===== src/rtl/mem_arb_pkg.sv =====
// rtl/mem_arb_pkg.sv - shared types and encodings for the memory port arbiter
package mem_arb_pkg;

  localparam logic [0:0] IDLE = 1'b0;
  localparam logic [0:0] BUSY = 1'b1;

  typedef enum logic [1:0] {
    OWN_NONE = 2'd0,
    OWN_IF   = 2'd1,
    OWN_DM   = 2'd2
  } owner_t;

  localparam logic [1:0] SIZE_BYTE = 2'd0;
  localparam logic [1:0] SIZE_HALF = 2'd1;
  localparam logic [1:0] SIZE_WORD = 2'd2;

  // Bits needed to hold values 0..max_val.
  function automatic int unsigned cnt_width(input int unsigned max_val);
    return (max_val < 2) ? 1 : $clog2(max_val + 1);
  endfunction

endpackage


===== src/rtl/mem_arb_lat_cnt.sv =====
// rtl/mem_arb_lat_cnt.sv - loadable latency down-counter, done while count is 1
module mem_arb_lat_cnt #(
  parameter int unsigned LOAD_VAL = 1,
  parameter int unsigned CNT_W    = 1
) (
  input  logic clock,
  input  logic reset,
  input  logic load,
  input  logic dec,
  output logic done
);

  logic [CNT_W-1:0] cnt_q;

  always_ff @(posedge clock or negedge reset) begin
    if (!reset) begin
      cnt_q <= '0;
    end else if (load) begin
      cnt_q <= CNT_W'(LOAD_VAL);
    end else if (dec && (cnt_q != '0)) begin
      cnt_q <= cnt_q - CNT_W'(1);
    end
  end

  assign done = (cnt_q == CNT_W'(1));

endmodule


===== src/rtl/mem_port_arbiter.sv =====
// rtl/mem_port_arbiter.sv - fetch/data arbiter for one fixed-latency memory port
// Optional fetch starvation guard: MEM_ARB_STARVE_GUARD_EN
module mem_port_arbiter
  import mem_arb_pkg::*;
#(
  parameter int unsigned ADDR_W  = 32,
  parameter int unsigned DATA_W  = 32,
  parameter int unsigned MEM_LAT = 1
`ifdef MEM_ARB_STARVE_GUARD_EN
  ,
  parameter int unsigned STARVE_MAX = 4
`endif
) (
  input  logic              clock,
  input  logic              reset,
  input  logic              if_req,
  input  logic [ADDR_W-1:0] if_addr,
  output logic              if_gnt,
  output logic              if_rvalid,
  output logic [DATA_W-1:0] if_rdata,
  input  logic              dm_req,
  input  logic [ADDR_W-1:0] dm_addr,
  input  logic              dm_we,
  input  logic [DATA_W-1:0] dm_wdata,
  input  logic [1:0]        dm_size,
  output logic              dm_gnt,
  output logic              dm_rvalid,
  output logic [DATA_W-1:0] dm_rdata,
  output logic              mem_valid,
  output logic [ADDR_W-1:0] mem_address,
  output logic              mem_read_write,
  output logic [DATA_W-1:0] mem_data_in,
  output logic [1:0]        mem_size,
  input  logic [DATA_W-1:0] mem_data_out
);

  logic [0:0] state_q;
  owner_t     owner_q;
  logic       owner_we_q;
  logic       can_grant;
  logic       pick_if;
  logic       lat_done;

  // Grants are suppressed while reset is held so every output reads 0.
  assign can_grant = reset && (state_q == IDLE);

`ifdef MEM_ARB_STARVE_GUARD_EN
  localparam int unsigned SC_W = cnt_width(STARVE_MAX);

  logic [SC_W-1:0] starve_q;
  logic            starve_hit;

  assign starve_hit = (starve_q >= SC_W'(STARVE_MAX));
  assign pick_if    = if_req && (!dm_req || starve_hit);

  always_ff @(posedge clock or negedge reset) begin
    if (!reset) begin
      starve_q <= '0;
    end else if (if_gnt) begin
      starve_q <= '0;
    end else if (dm_gnt) begin
      if (!if_req) begin
        starve_q <= '0;
      end else if (!starve_hit) begin
        starve_q <= starve_q + SC_W'(1);
      end
    end
  end
`else
  assign pick_if = if_req && !dm_req;
`endif

  assign if_gnt = can_grant && pick_if;
  assign dm_gnt = can_grant && dm_req && !pick_if;

  always_comb begin
    mem_valid      = 1'b0;
    mem_address    = '0;
    mem_read_write = 1'b0;
    mem_data_in    = '0;
    mem_size       = SIZE_BYTE;
    if (dm_gnt) begin
      mem_valid      = 1'b1;
      mem_address    = dm_addr;
      mem_read_write = dm_we;
      mem_data_in    = dm_wdata;
      mem_size       = dm_size;
    end else if (if_gnt) begin
      mem_valid      = 1'b1;
      mem_address    = if_addr;
      mem_size       = SIZE_WORD;
    end
  end

  mem_arb_lat_cnt #(
    .LOAD_VAL (MEM_LAT),
    .CNT_W    (cnt_width(MEM_LAT))
  ) u_lat_cnt (
    .clock (clock),
    .reset (reset),
    .load  (if_gnt || dm_gnt),
    .dec   (state_q == BUSY),
    .done  (lat_done)
  );

  always_ff @(posedge clock or negedge reset) begin
    if (!reset) begin
      state_q    <= IDLE;
      owner_q    <= OWN_NONE;
      owner_we_q <= 1'b0;
      if_rvalid  <= 1'b0;
      dm_rvalid  <= 1'b0;
      if_rdata   <= '0;
      dm_rdata   <= '0;
    end else begin
      if_rvalid <= 1'b0;
      dm_rvalid <= 1'b0;
      case (state_q)
        IDLE: begin
          if (if_gnt || dm_gnt) begin
            state_q    <= BUSY;
            owner_q    <= dm_gnt ? OWN_DM : OWN_IF;
            owner_we_q <= dm_gnt && dm_we;
          end
        end
        default: begin
          if (lat_done) begin
            state_q <= IDLE;
            owner_q <= OWN_NONE;
            case (owner_q)
              OWN_IF: begin
                if_rvalid <= 1'b1;
                if_rdata  <= mem_data_out;
              end
              OWN_DM: begin
                dm_rvalid <= 1'b1;
                dm_rdata  <= owner_we_q ? '0 : mem_data_out;
              end
              default: ;
            endcase
          end
        end
      endcase
    end
  end

endmodule


===== config.mk =====
export PLATFORM = sky130hd
export DESIGN_NAME = mem_port_arbiter
export DESIGN_NICKNAME = d
export VERILOG_FILES = /design/src/rtl/mem_arb_pkg.sv /design/src/rtl/mem_arb_lat_cnt.sv /design/src/rtl/mem_port_arbiter.sv
export SDC_FILE = /design/constraint.sdc
export NUM_CORES = 1
export LEC_CHECK = 0
export ABC_AREA = 1
export BUFFER_PORTS_ARGS = -buffer_cell sky130_fd_sc_hd__buf_2
export CAP_MARGIN = 20
export CORE_MARGIN = 2
export CORE_UTILIZATION = 35
export DETAILED_ROUTE_END_ITERATION = 16
export GPL_TIMING_DRIVEN = 0
export PLACE_DENSITY = 0.72
export REMOVE_ABC_BUFFERS = 1
export SLEW_MARGIN = 20
export SYNTH_ARGS = -nofsm -noshare
export SYNTH_HDL_FRONTEND = slang
export SYNTH_HIERARCHICAL = 1
export SYNTH_SLANG_ARGS = --single-unit

===== constraint.sdc =====
create_clock -name clock -period 2.6 [get_ports clock]
set_input_delay 0.26 -clock clock [delete_from_list [all_inputs] [get_ports clock]]
set_output_delay 0.26 -clock clock [all_outputs]
set_load 0.03 [all_outputs]

==> metrics list <==
- The worst path needs 2.29 ns of the cycle, external delays included.
- The number of placed instances, taps included, is 866.
* Growth of design area from synthesis to finish: 46.6%
* Max rail drop VDD: 530 uV
* TritonCTS buffer count: 9
- Comb pwr share: 0.539
* CP most frequent cell: sky130_fd_sc_hd__nand2_1
- The initial utilization of the core area, before any placement, comes to 0.362.
* Proportion of total power due to net switching: 0.502
- Post-Route WL: 13.2 mm
- Post-CTS timing repair inserted 0 buffers for setup.
- Htree depth: 3
- Internal power comes to 3010 uW.
* Transition at the pin with the smallest max-transition slack: 0.725 ns
- Count of mapped cells out of synthesis: 485
* Share of cells above drive strength 1: 0.425
* Most frequent standard cell in the layout excluding fill and tap cells: sky130_fd_sc_hd__buf_2
- Worst setup path category: flip-flop to output port
* Number of buffers added on ports: 270
- Wire length of the first global-routing pass: 20.5 mm
* CTS sink count: 71
- Final standard cell count with taps included and fillers excluded: 886
- The worst pin sits at a relative slew slack of 0.515.
- Synthesized area per cell: 7.33 um^2
- All-Layer GR Usage: 0.239
- R2r endpoint: if_rdata[6]
- Sort of element at the start of the critical path: flip-flop
* Outcome: finished, final reports clean
* Aggregate global routing overflow: 0
* Worst Path Max Fanout: 33
* Sequential share of the synthesized area: 0.499
* Leakage power: 0.00335 uW
* Clock transition at path regs: 0.08 ns
- The kind of cell with the highest combined delay along the critical path is simple AND/OR/NAND/NOR gates.
- The share of total power dissipated in sequential elements is 0.320.
- The worst setup path is captured at an output port.
- Die height: 105 um
- Mapped Area: 0.00356 mm^2
* Later-pin clock latency in the skew report: 0.34 ns
- Counting along the longest clock path gives a buffer depth of 2.
- Post-synth top flop: sky130_fd_sc_hd__dfrtp_1
- For this run, the slowest stage of the critical path takes 0.43 ns.
* DR WL/cell: 14.9 um
- RSZ-0062 raised after global routing: no
- Max-cap violations in this run came to 0.
* Flip-flop and latch count after synthesis: 71
* Required arrival time at the worst endpoint: 2.34 ns
- Of all flip-flops after synthesis, the portion carrying an async set or reset was 1.00.
- Via count: 4031
* Reg-to-reg setup timing slack: 0.55 ns
* Pin count of the biggest net entering global routing: 58
- The number of antenna violations at the first check in global routing was 2.
- The tree is rooted in a sky130_fd_sc_hd__clkbuf_8.
- Max stage delay cell, worst path: sky130_fd_sc_hd__inv_2
* Finish-stage setup viols: 0
- In this run, the number of DRC markers left after iteration 0 of detailed routing was 271.
- Post-detail-place hpwl: 10.2 mm
* Detailed-route DRC error count: 0
- TritonCTS built the clock tree.
* Die area: 0.0110 mm^2
* Clk pwr share: 0.141
- Walking the worst path, the cells encountered are nor2_2 > nand2_1 > inv_2 > nand2_1 > nand2_1 > buf_2.
- In this run the power spent charging and discharging nets is 3030 uW.
* Chip width: 105 um
* Most used cells in the layout excluding fill and tap cells: sky130_fd_sc_hd__buf_2 (269), sky130_fd_sc_hd__nand2_1 (265), sky130_fd_sc_hd__dfrtp_1 (71), sky130_fd_sc_hd__inv_1 (43), sky130_fd_sc_hd__nor2_1 (36)
- Vias/cell: 4.55
- Syn. warnings: 6
* Power density cells: 1160 mW/mm^2
* Buffers & Inverters on Critical Path: 2
- The core region is 0.00982 mm^2.
* Highest achievable clock rate: 0.437 GHz
- CP arrival: 2.03 ns
* Count of nets after finishing: 881
- Between clock sinks in the finished design, the worst skew comes to 0.00739 ns.
- At the end of routability-driven placement, the weighted congestion stood at 1.04.
- In this run the critical register-to-register path is launched from state_q.
- Period utilization: 0.881
- In this run, distinct cell masters in the synthesized netlist total 17.
- The number of max-slew violations in the final report was 0.
* Count of flip-flops with a built-in enable after synthesis: 0
* Number of routed nets with antenna violations: 0
- Measured on the finished design, the core utilization comes to 0.531.
* Number of failing hold endpoints at the final stage: 0
- Tightest Hold Check Type: input pin to async pin
- The pre-antenna-repair detailed-routing pass consisted of 5 iterations.
* Cell count of the worst reg-to-reg path: 6
- Number of core rows: 36
* Via count of the first global-routing pass: 3877
- For this design the top-level I/O count stands at 271.
worst max-delay path by stage:
stage	slack [ns]	start	to	cells after the start
finish	0.31	state_q	mem_address[26]	6
global placement	-0.93	reset	mem_address[25]	8
floorplan	0.70	state_q	mem_address[0]	5
detailed placement	-0.24	reset	mem_address[25]	9
CTS	0.28	state_q	mem_address[7]	6
global route	0.11	state_q	mem_address[21]	6
through the flow:
step / worst slack [ns] / hold WS [ns] / power (uW) / area [um^2] / setup TNS [ns]
after floorplan: 0.696 / -0.0356 / 4090 / 3380 / 0
after global placement: -0.928 / 0.456 / 5080 / 4900 / -34.95
after detailed placement: -0.243 / 0.137 / 5210 / 4970 / -3.43
after CTS: 0.282 / 0.0134 / 6090 / 5210 / 0
after global routing: 0.109 / 0.0179 / 6440 / 5220 / 0
final: 0.309 / 0.00450 / 6040 / 5220 / 0
cell usage after synthesis (3+ instances only):
master,instances,area share
sky130_fd_sc_hd__nand2_1,265,0.28
sky130_fd_sc_hd__dfrtp_1,71,0.50
sky130_fd_sc_hd__inv_1,43,0.045
sky130_fd_sc_hd__nor2_1,36,0.038
sky130_fd_sc_hd__o21ai_2,23,0.057
sky130_fd_sc_hd__buf_2,10,0.014
sky130_fd_sc_hd__o21ai_1,9,0.013
sky130_fd_sc_hd__buf_4,6,0.013
sky130_fd_sc_hd__buf_6,6,0.019
sky130_fd_sc_hd__inv_2,4,0.0042
sky130_fd_sc_hd__clkbuf_1,3,0.0032
cells by family (layout without fill, tap and decap cells):
family | count (synthesis) | count (layout) | synth area share
other | 0 | 2 | 0
AOI/OAI and AO/OA | 35 | 35 | 0.0735
and+or+nand+nor | 307 | 307 | 0.329
buffers and inverters | 72 | 338 | 0.0985
DFF | 71 | 71 | 0.499
metal layers:
| metal | GRT usage | vias to the layer above | wire length, um |
|---|---|---|---|
| met5 | 0 | - | 0 |
| met4 | 0.0667 | 0 | 168 |
| met3 | 0.0630 | 11 | 1060 |
| met2 | 0.406 | 183 | 6620 |
| met1 | 0.301 | 1883 | 5330 |
| li1 | - | 1954 | - |
timing repair:
| action | in CTS | in global routing |
|---|---|---|
| hold endpoints to repair | 14 | 0 |
| gates resized for setup | 3 | 0 |
| hold buffers | 2 | 0 |
| setup endpoints to repair | 33 | 0 |
cell type report:
cell class	instances	area (um^2)
inverters	47	181
fillers	1019	4600
clock inverters	5	58.8
diodes	2	5.00
multi-input cells	342	1440
flip-flops and latches	71	1780
clock buffers	11	131
well taps	133	166
repair buffers	275	1450
registers in the layout (all words and copies together), names as in the netlist:
name	cells
dm_rdata	32
if_rdata	32
owner_q	2
dm_rvalid	1
if_rvalid	1
owner_we_q	1
state_q	1
u_lat_cnt/done	1
power by group through the flow:
stage          clock [uW]  combinational, uW  sequential, uW
5_1_grt               932               3510            2000
2_1_floorplan           0               1140            2950
6_report              850               3260            1930
3_5_place_dp            0               3260            1940
3_3_place_gp            0               3170            1910
4_1_cts               877               3280            1930
tightest hold or removal path, stage by stage:
cell                     delay [ns]
sky130_fd_sc_hd__buf_4         0.11
sky130_fd_sc_hd__buf_16        0.11
sky130_fd_sc_hd__buf_16        0.25
Note: power is estimated with default switching activity, not from simulation.
